===== config.mk =====
export PLATFORM = sky130hd
export DESIGN_NAME = id_ex_stage
export DESIGN_NICKNAME = d
export VERILOG_FILES = /design/src/rtl/id_ex_stage_pkg.sv /design/src/rtl/id_ex_stage_hazard.sv /design/src/rtl/id_ex_stage.sv
export SDC_FILE = /design/constraint.sdc
export NUM_CORES = 1
export LEC_CHECK = 0
export CAP_MARGIN = 20
export CORE_ASPECT_RATIO = 2
export CORE_MARGIN = 2
export CORE_UTILIZATION = 32
export DETAILED_ROUTE_END_ITERATION = 10
export PLACE_DENSITY_LB_ADDON = 0.3
export SYNTH_ARGS = -nofsm -noshare
export SYNTH_HDL_FRONTEND = slang
export SYNTH_HIERARCHICAL = 1
export SYNTH_SLANG_ARGS = --single-unit

===== constraint.sdc =====
create_clock -name clk -period 6.9 [get_ports clk]
set_input_delay 1.38 -clock clk [delete_from_list [all_inputs] [get_ports clk]]
set_output_delay 1.38 -clock clk [all_outputs]
set_load 0.005 [all_outputs]

===== src/rtl/id_ex_stage_pkg.sv =====
// Shared core definitions for decode and execute: control-bundle layout,
// register index width, bubble counter width and the ID/EX update actions.
package id_ex_stage_pkg;

  // Width of the control bundle carried from decode into execute
  localparam int CTRL_W = 12;

  // Bit positions inside the control bundle; bits above CTRL_JUMP select ALU/result
  localparam int CTRL_REG_WRITE = 0;
  localparam int CTRL_MEM_READ  = 1;
  localparam int CTRL_MEM_WRITE = 2;
  localparam int CTRL_BRANCH    = 3;
  localparam int CTRL_JUMP      = 4;

  // Architectural register index width (x0..x31)
  localparam int REG_IDX_W = 5;

  // Width of the saturating load-use bubble counter
  localparam int CNT_W = 16;

  // What the ID/EX register does on the next rising edge when not in reset
  typedef enum logic [1:0] {
    UPD_CAPTURE = 2'd0,
    UPD_HOLD    = 2'd1,
    UPD_BUBBLE  = 2'd2,
    UPD_FLUSH   = 2'd3
  } ex_update_e;

  // True when an instruction really reads register src and it equals dst
  function automatic logic src_hits(input logic                 used,
                                    input logic [REG_IDX_W-1:0] src,
                                    input logic [REG_IDX_W-1:0] dst);
    return used && (src == dst);
  endfunction

endpackage


===== src/rtl/id_ex_stage_hazard.sv =====
// Load-use hazard detection between the instruction in decode and a load
// sitting in execute. Purely combinational.
module hazard_detect
  import id_ex_stage_pkg::*;
(
  input  logic                 ex_valid,
  input  logic                 ex_mem_read,
  input  logic [REG_IDX_W-1:0] ex_rd,
  input  logic                 id_valid,
  input  logic [REG_IDX_W-1:0] id_rs1,
  input  logic [REG_IDX_W-1:0] id_rs2,
  input  logic                 id_rs1_used,
  input  logic                 id_rs2_used,
  input  logic                 flush_e,
  input  logic                 ex_stall,
  output logic                 load_use,
  output logic                 stall_fd
);

  // A load into x0 never produces a value, so it can never cause a stall; a flush
  // squashes decode anyway, so front-end freeze is dropped while flushing
  always_comb begin
    load_use = ex_valid && ex_mem_read && (ex_rd != '0) && id_valid &&
               (src_hits(id_rs1_used, id_rs1, ex_rd) ||
                src_hits(id_rs2_used, id_rs2, ex_rd));
    stall_fd = (load_use || ex_stall) && !flush_e;
  end

endmodule


===== src/rtl/id_ex_stage.sv =====
// ID/EX pipeline register with flush, hold, load-use bubble insertion and a
// saturating count of inserted load-use bubbles.
module id_ex_stage #(
  parameter int XLEN   = 32,
  parameter int CTRL_W = id_ex_stage_pkg::CTRL_W
) (
  input  logic              clk,
  input  logic              rst_n,
  input  logic              id_valid,
  input  logic [XLEN-1:0]   id_pc,
  input  logic [4:0]        id_rs1,
  input  logic [4:0]        id_rs2,
  input  logic [4:0]        id_rd,
  input  logic              id_rs1_used,
  input  logic              id_rs2_used,
  input  logic [XLEN-1:0]   id_rd1,
  input  logic [XLEN-1:0]   id_rd2,
  input  logic [XLEN-1:0]   id_imm,
  input  logic [CTRL_W-1:0] id_ctrl,
  input  logic              flush_e,
  input  logic              ex_stall,
  output logic              ex_valid,
  output logic [XLEN-1:0]   ex_pc,
  output logic [4:0]        ex_rs1,
  output logic [4:0]        ex_rs2,
  output logic [4:0]        ex_rd,
  output logic [XLEN-1:0]   ex_rd1,
  output logic [XLEN-1:0]   ex_rd2,
  output logic [XLEN-1:0]   ex_imm,
  output logic [CTRL_W-1:0] ex_ctrl,
  output logic              stall_fd,
  output logic [15:0]       bubble_cnt
);

  import id_ex_stage_pkg::*;

  logic             load_use;
  ex_update_e       update;
  logic [CNT_W-1:0] bubble_cnt_q;

  hazard_detect u_hazard (
    .ex_valid    (ex_valid),
    .ex_mem_read (ex_ctrl[CTRL_MEM_READ]),
    .ex_rd       (ex_rd),
    .id_valid    (id_valid),
    .id_rs1      (id_rs1),
    .id_rs2      (id_rs2),
    .id_rs1_used (id_rs1_used),
    .id_rs2_used (id_rs2_used),
    .flush_e     (flush_e),
    .ex_stall    (ex_stall),
    .load_use    (load_use),
    .stall_fd    (stall_fd)
  );

  // Pick this edge's action: flush beats stall beats load-use beats capture
  always_comb begin
    update = UPD_CAPTURE;
    if (flush_e) begin
      update = UPD_FLUSH;
    end else if (ex_stall) begin
      update = UPD_HOLD;
    end else if (load_use) begin
      update = UPD_BUBBLE;
    end
  end

  // Pipeline register; flush and load-use bubbles both zero every field so a bubble
  // can never write the register file or memory
  always_ff @(posedge clk) begin
    if (!rst_n) begin
      ex_valid <= 1'b0;
      ex_pc    <= '0;
      ex_rs1   <= '0;
      ex_rs2   <= '0;
      ex_rd    <= '0;
      ex_rd1   <= '0;
      ex_rd2   <= '0;
      ex_imm   <= '0;
      ex_ctrl  <= '0;
    end else begin
      case (update)
        UPD_FLUSH, UPD_BUBBLE: begin
          ex_valid <= 1'b0;
          ex_pc    <= '0;
          ex_rs1   <= '0;
          ex_rs2   <= '0;
          ex_rd    <= '0;
          ex_rd1   <= '0;
          ex_rd2   <= '0;
          ex_imm   <= '0;
          ex_ctrl  <= '0;
        end
        UPD_CAPTURE: begin
          ex_valid <= id_valid;
          ex_pc    <= id_pc;
          ex_rs1   <= id_rs1;
          ex_rs2   <= id_rs2;
          ex_rd    <= id_rd;
          ex_rd1   <= id_rd1;
          ex_rd2   <= id_rd2;
          ex_imm   <= id_imm;
          ex_ctrl  <= id_valid ? id_ctrl : '0;
        end
        default: begin
        end
      endcase
    end
  end

  // Count only load-use bubbles, sticking at all-ones instead of wrapping
  always_ff @(posedge clk) begin
    if (!rst_n) begin
      bubble_cnt_q <= '0;
    end else if ((update == UPD_BUBBLE) && (bubble_cnt_q != {CNT_W{1'b1}})) begin
      bubble_cnt_q <= bubble_cnt_q + 16'd1;
    end
  end

  assign bubble_cnt = bubble_cnt_q;

endmodule

# Word-level counts from Yosys, hierarchy flattened
# Cells that the tools add are included.
[classes] add_sub_neg=1 eq_ne=5 mux=13 n_reduce_logical=15
[op_table] op="$pmux W32 S2" count=4
[op_table] op="$pmux W5 S2" count=3
[op_table] op="$pmux W12 S2" count=1
[op_table] op="$add A16 B1 Y16 const B" count=1
[op_table] op="$ne A16 B16 Y1 const B" count=1
[op_table] op="$mux W12" count=1
[op_table] op="$eq A5 B5 Y1" count=2
[op_table] op="$logic_and A1 B1 Y1" count=8
[op_table] op="$mux W2" count=3
[op_table] op="$reduce_bool A5 Y1" count=1
[op_table] op="$eq A2 B2 Y1 const B" count=2
[op_table] op="$logic_not A2 Y1" count=1
[op_table] op="$logic_or A1 B1 Y1" count=2
[op_table] op="$pmux W1 S2" count=1
[op_table] op="$reduce_bool A2 Y1" count=1
[op_table] op="$reduce_or A2 Y1" count=1
[op_table] op="$logic_not A1 Y1" count=1
[word_totals] ff_bits=172 in_bits=162 out_inout_bits=173 elab_cells=44

# Depth between registers and ports, before layout
[logic_depth] word_depth=10 ltp_mapped=9 mapped_depth_nobuf=8

# Modules after synthesis
# The synthesis kept the hierarchy.
[by_module_without_submodules] mod="id_ex_stage" n_inst=1 cells_per_inst=621 area_each_um2=5913.2 seq_area_each_um2=3443.3
[by_module_without_submodules] mod="hazard_detect" n_inst=1 cells_per_inst=19 area_each_um2=166.4 seq_area_each_um2=0.0

# Least setup slack after synthesis
# OpenSTA, ideal clock, no wires.
[synth_path] path_type="input to register" from="in id_rs2[2]" to="reg bubble_cnt_q[13] (netlist: bubble_cnt[13])" setup_time_ns=0.071 t_arrival_ns=3.704 t_required_ns=6.829 slack_ns=3.125 stages=8 n_path_buf=0 path_cell_list="xor2_1 nor4_2 a32oi_1 nor2_1 or3b_1 or4b_4 or4_1 a21oi_1"
[synth_via] elab_chain_len=9
[synth_lines] element="start: declaration" line_no="id_ex_stage.sv:12" text="input logic [4:0] id_rs2,"
[synth_lines] element="$eq A5 B5 Y1" line_no="id_ex_stage_pkg.sv:33" text="return used && (src == dst);"
[synth_lines] element="$logic_and A1 B1 Y1" line_no="id_ex_stage_pkg.sv:33"
[synth_lines] element="$logic_or A1 B1 Y1" line_no="id_ex_stage_hazard.sv:24" text="(src_hits(id_rs1_used, id_rs1, ex_rd) ||"
[synth_lines] element="$logic_and A1 B1 Y1" line_no="id_ex_stage_hazard.sv:23" text="load_use = ex_valid && ex_mem_read && (ex_rd != '0) && id_valid &&"
[synth_lines] element="named net load_use" line_no="id_ex_stage.sv:37" text="logic load_use;"
[synth_lines] element="$mux W2" line_no="id_ex_stage.sv:63" text="end else if (load_use) begin"
[synth_lines] element="$mux W2" line_no="id_ex_stage.sv:61" text="end else if (ex_stall) begin"
[synth_lines] element="$mux W2" line_no="id_ex_stage.sv:59" text="if (flush_e) begin"
[synth_lines] element="$eq A2 B2 Y1" line_no="id_ex_stage.sv:115" text="end else if ((update == UPD_BUBBLE) && (bubble_cnt_q != {CNT_W{1'b1}})) begin"
[synth_lines] element="$logic_and A1 B1 Y1" line_no="id_ex_stage.sv:115"
[synth_lines] element="end signal: assignment" line_no="id_ex_stage.sv:116" text="bubble_cnt_q <= bubble_cnt_q + 16'd1;"
[synth_lines] element="end: declaration" line_no="id_ex_stage.sv:39" text="logic [CNT_W-1:0] bubble_cnt_q;"
# The timed path passes the listed nets, and every way through them passes these cells.
# A chain may end at the register's enable or synchronous reset.

# Worst setup path after layout
[layout_path] from="in id_rs2[2]" to="out stall_fd"
[layout_via] elab_chain_len=6
[layout_lines] element="$eq A5 B5 Y1" line_no="id_ex_stage_pkg.sv:33"
[layout_lines] element="$logic_and A1 B1 Y1" line_no="id_ex_stage_pkg.sv:33"
[layout_lines] element="$logic_or A1 B1 Y1" line_no="id_ex_stage_hazard.sv:24"
[layout_lines] element="$logic_and A1 B1 Y1" line_no="id_ex_stage_hazard.sv:23"
[layout_lines] element="$logic_or A1 B1 Y1" line_no="id_ex_stage_hazard.sv:26" text="stall_fd = (load_use || ex_stall) && !flush_e;"
[layout_lines] element="$logic_and A1 B1 Y1" line_no="id_ex_stage_hazard.sv:26"
[layout_lines] element="end: declaration" line_no="id_ex_stage.sv:31" text="output logic stall_fd,"
# Every way passes these cells.

==> metrics.csv <==
stage;metric;value;unit
worst_hold_path;min-delay-start;ex_pc[19]$_SDFFE_PN0P_;
grt;gr-usage-all-layers;19.2;%
worst_setup_path;cpPeakStageDelay;540;ps
worst_setup_path;cp_common_cell;clkdlybuf4s50_1;
yosys;yosysMostFrequentCell;dfxtp_1;
yosys;ys_types;39;
worst_hold_path;hold_depth;2;
worst_setup_path;critPathMaxFanout;2;
grt;grt_pass1_wl;30300;um
worst_setup_path;crit_required;5520;ps
cts;ctsResizeCount;0;
worst_setup_path;r2r_end;bubble_cnt[13]$_SDFFE_PN0P_;
timing;tightest_slew;956;ps
place;place_congestion;0.853;
cts;cts_buffers;17;
grt;antenna_found_initial;1;
floorplanning;core.rowCount;71;
worst_setup_path;r2r_slack;3690;ps
yosys;synthTopCellsByCount;172 x dfxtp_1, 161 x nor2_1, 155 x a22oi_1;
cts;cts_hold_buffers;0;
yosys;yosysTopAreaCell;dfxtp_1;
timing;period_share;67.1;%
worst_setup_path;criticalPathCategory;in -> out;
grt;grt_max_degree;144;
timing;fin_setup_tns;0;ps
worst_setup_path;crit_path_cell_trace;clkdlybuf4s50_1, xor2_1, nor4_2, a32oi_1, o31ai_2, clkdlybuf4s50_1;
cts;cts_tree;yes;
route;viasPerCell;4.94;
place;dp_hpwl;13800;um
final_layout;drive_gt1_share;4.69;%
timing;rsz0062_at_grt;false;
power_and_ir_drop;p_total;2.31;mW
timing;min_period;4630;ps
yosys;synth_edf_count;0;
timing;final-max-slew-violation-count;0;
yosys;syn_inst;640;
yosys;ys_ff_latch;172;
run_status;run_status;finished, final reports clean;
route;wl_per_cell;16.7;um
route;ant_nets;0;
final_layout;nets;1110;
worst_setup_path;crit_path_start;id_rs2[2];
worst_hold_path;hp-class;reg -> reg;
floorplanning;start_util;32.4;%
yosys;avgSynthCellArea;9.50;um^2
timing;relSlewSlack;36.3;%
yosys;yosys_warnings;6;
worst_hold_path;min_to;ex_pc[19]$_SDFFE_PN0P_;
route;vias;6012;
worst_setup_path;start_kind;input pin;
timing;finalClockSkew;9.29;ps
yosys;netlist_top_cells_area;dfxtp_1 57%, a22oi_1 19%, nor2_1 9.9%, clkbuf_1 3.2%, xor2_1 1.3%;
worst_setup_path;slowest_stage;clkdlybuf4s50_1;
power_and_ir_drop;p_leak;3.62;nW
power_and_ir_drop;power_density;225;mW/mm^2
grt;grt_pass1_vias;5686;
final_layout;area_growth;68.5;%
floorplanning;coreArea;0.0187;mm^2
cts;htreeDepth;4;
floorplanning;ioPinCount;335;
worst_setup_path;critPathArrivalTime;3250;ps
route;first_iter_violations;276;
floorplanning;fp.dieArea;0.0202;mm^2
route;wl;20300;um
yosys;ys_seq_area_share;56.6;%
yosys;synthFlopType;dfxtp_1;
timing;finalSetupViolCount;0;
grt;grt-ovfl-total;0;
flow_run;cap_violations;0;
worst_setup_path;crit_path_end_kind;primary output;
cts;cts.clk_slew.worst_paths;60;ps
final_layout;fillCellCount;1698;
worst_setup_path;reg2reg_depth;8;
timing;fmax;0.216;GHz
yosys;synth_top_area_share;56.6;%
yosys;synth_area;0.00608;mm^2
timing;finalHoldViolations;0;
cts;postCtsSetupBuffers;0;
place;numPortBuffers;334;
yosys;ys_async_sr_fraction;0;%
cts;insertion_delay;430;ps
cts;cts_max_path_buffers;2;
route;drc;0;
floorplanning;fp.dieH;199;um
cts;cts_num_sinks;172;
cts;cts_root_buffer;clkbuf_16;
power_and_ir_drop;worst_ir_drop_vdd;0.000155;V
floorplanning;die_w;101;um
route;first_pass_iters;7;
yosys;synth_nets;803;
worst_setup_path;r2r-start;ex_rd[2]$_SDFFE_PN0P_;
## placed cells by master (no fill, tap or decap), types with 7 or more instances in the layout
master / synthesis / layout
a22oi_1: 155 / 155
xor2_1: 9 / 9
a21oi_1: 10 / 10
clkdlybuf4s50_1: 0 / 334
nor2_1: 161 / 161
dfxtp_1: 172 / 172
clkbuf_16: 0 / 17
or4_1: 7 / 7
## state kept, by name, summed over array words and instances, names as in the netlist
signal and count:
ex_rs2 5, ex_rd 5, ex_pc 32, ex_rs1 5, ex_rd2 32, ex_ctrl 12, ex_rd1 32, ex_imm 32
ex_valid 1, bubble_cnt 16
## through the flow
step | std cells | cell area (um^2) | hold WS, ps | worst slack (ps) | utilization [%]
finish | 1216 | 10200 | 497 | 2270 | 54.6
global route | 1216 | 10200 | 521 | 2120 | 54.6
CTS | 1214 | 10200 | 503 | 2260 | 54.6
detailed placement | 1182 | 9610 | 483 | 2260 | 51.3
global placement | 1182 | 9610 | 477 | 2270 | 51.3
floorplan | 640 | 6080 | 490 | 3130 | -
## metal layers
metal / global-route usage (%) / routed length [um]
met1: 21.8 / 7830
met2: 33.6 / 10600
met3: 5.69 / 1470
met4: 6.56 / 379
met5: 0 / 6
## layout make-up
type                       count  area (um^2)  area share [%]
timing repair buffer         340         3400            33.2
inverter                       3         13.8           0.134
clock inverter                13          179            1.75
multi-input combinational    413         2440            23.8
clock buffer                  19          443            4.32
sequential                   172         3440            33.6
antenna                        1         2.50          0.0244
tap                          255          319            3.11
## worst max path at each step
stage / endpoint / cells after the start / slack (ps)
2_1_floorplan: bubble_cnt[13]$_SDFFE_PN0P_ / 8 / 3130
3_3_place_gp: stall_fd / 6 / 2270
3_5_place_dp: stall_fd / 6 / 2260
4_1_cts: stall_fd / 6 / 2260
5_1_grt: stall_fd / 6 / 2120
6_report: stall_fd / 6 / 2270
## worst max-delay path: cells and delay by family
family	cells	cell delay (ps)
buf+inv	2	990
compound gates	2	430
simple gates	1	280
xor+xnor	1	170
## logic make-up after synthesis
| logic type | count (synthesis) | synth area share, % |
|---|---|---|
| adder cells (fa/ha/maj) | 1 | 0.206 |
| AND/OR/NAND/NOR | 213 | 15.4 |
| flip-flops | 172 | 56.6 |
| buffers and inverters | 55 | 3.40 |
| AO/OA/AOI/OAI | 188 | 22.7 |
| XOR/XNOR | 11 | 1.58 |
## power by group
group	internal, mW	leakage [nW]	switching [mW]
Sequential	1.02	1.40	0.0165
Clock	0.590	0.301	0.426
Combinational	0.159	1.92	0.0971
Total	1.77	3.62	0.539
Note: power is estimated with default switching activity, not from simulation.
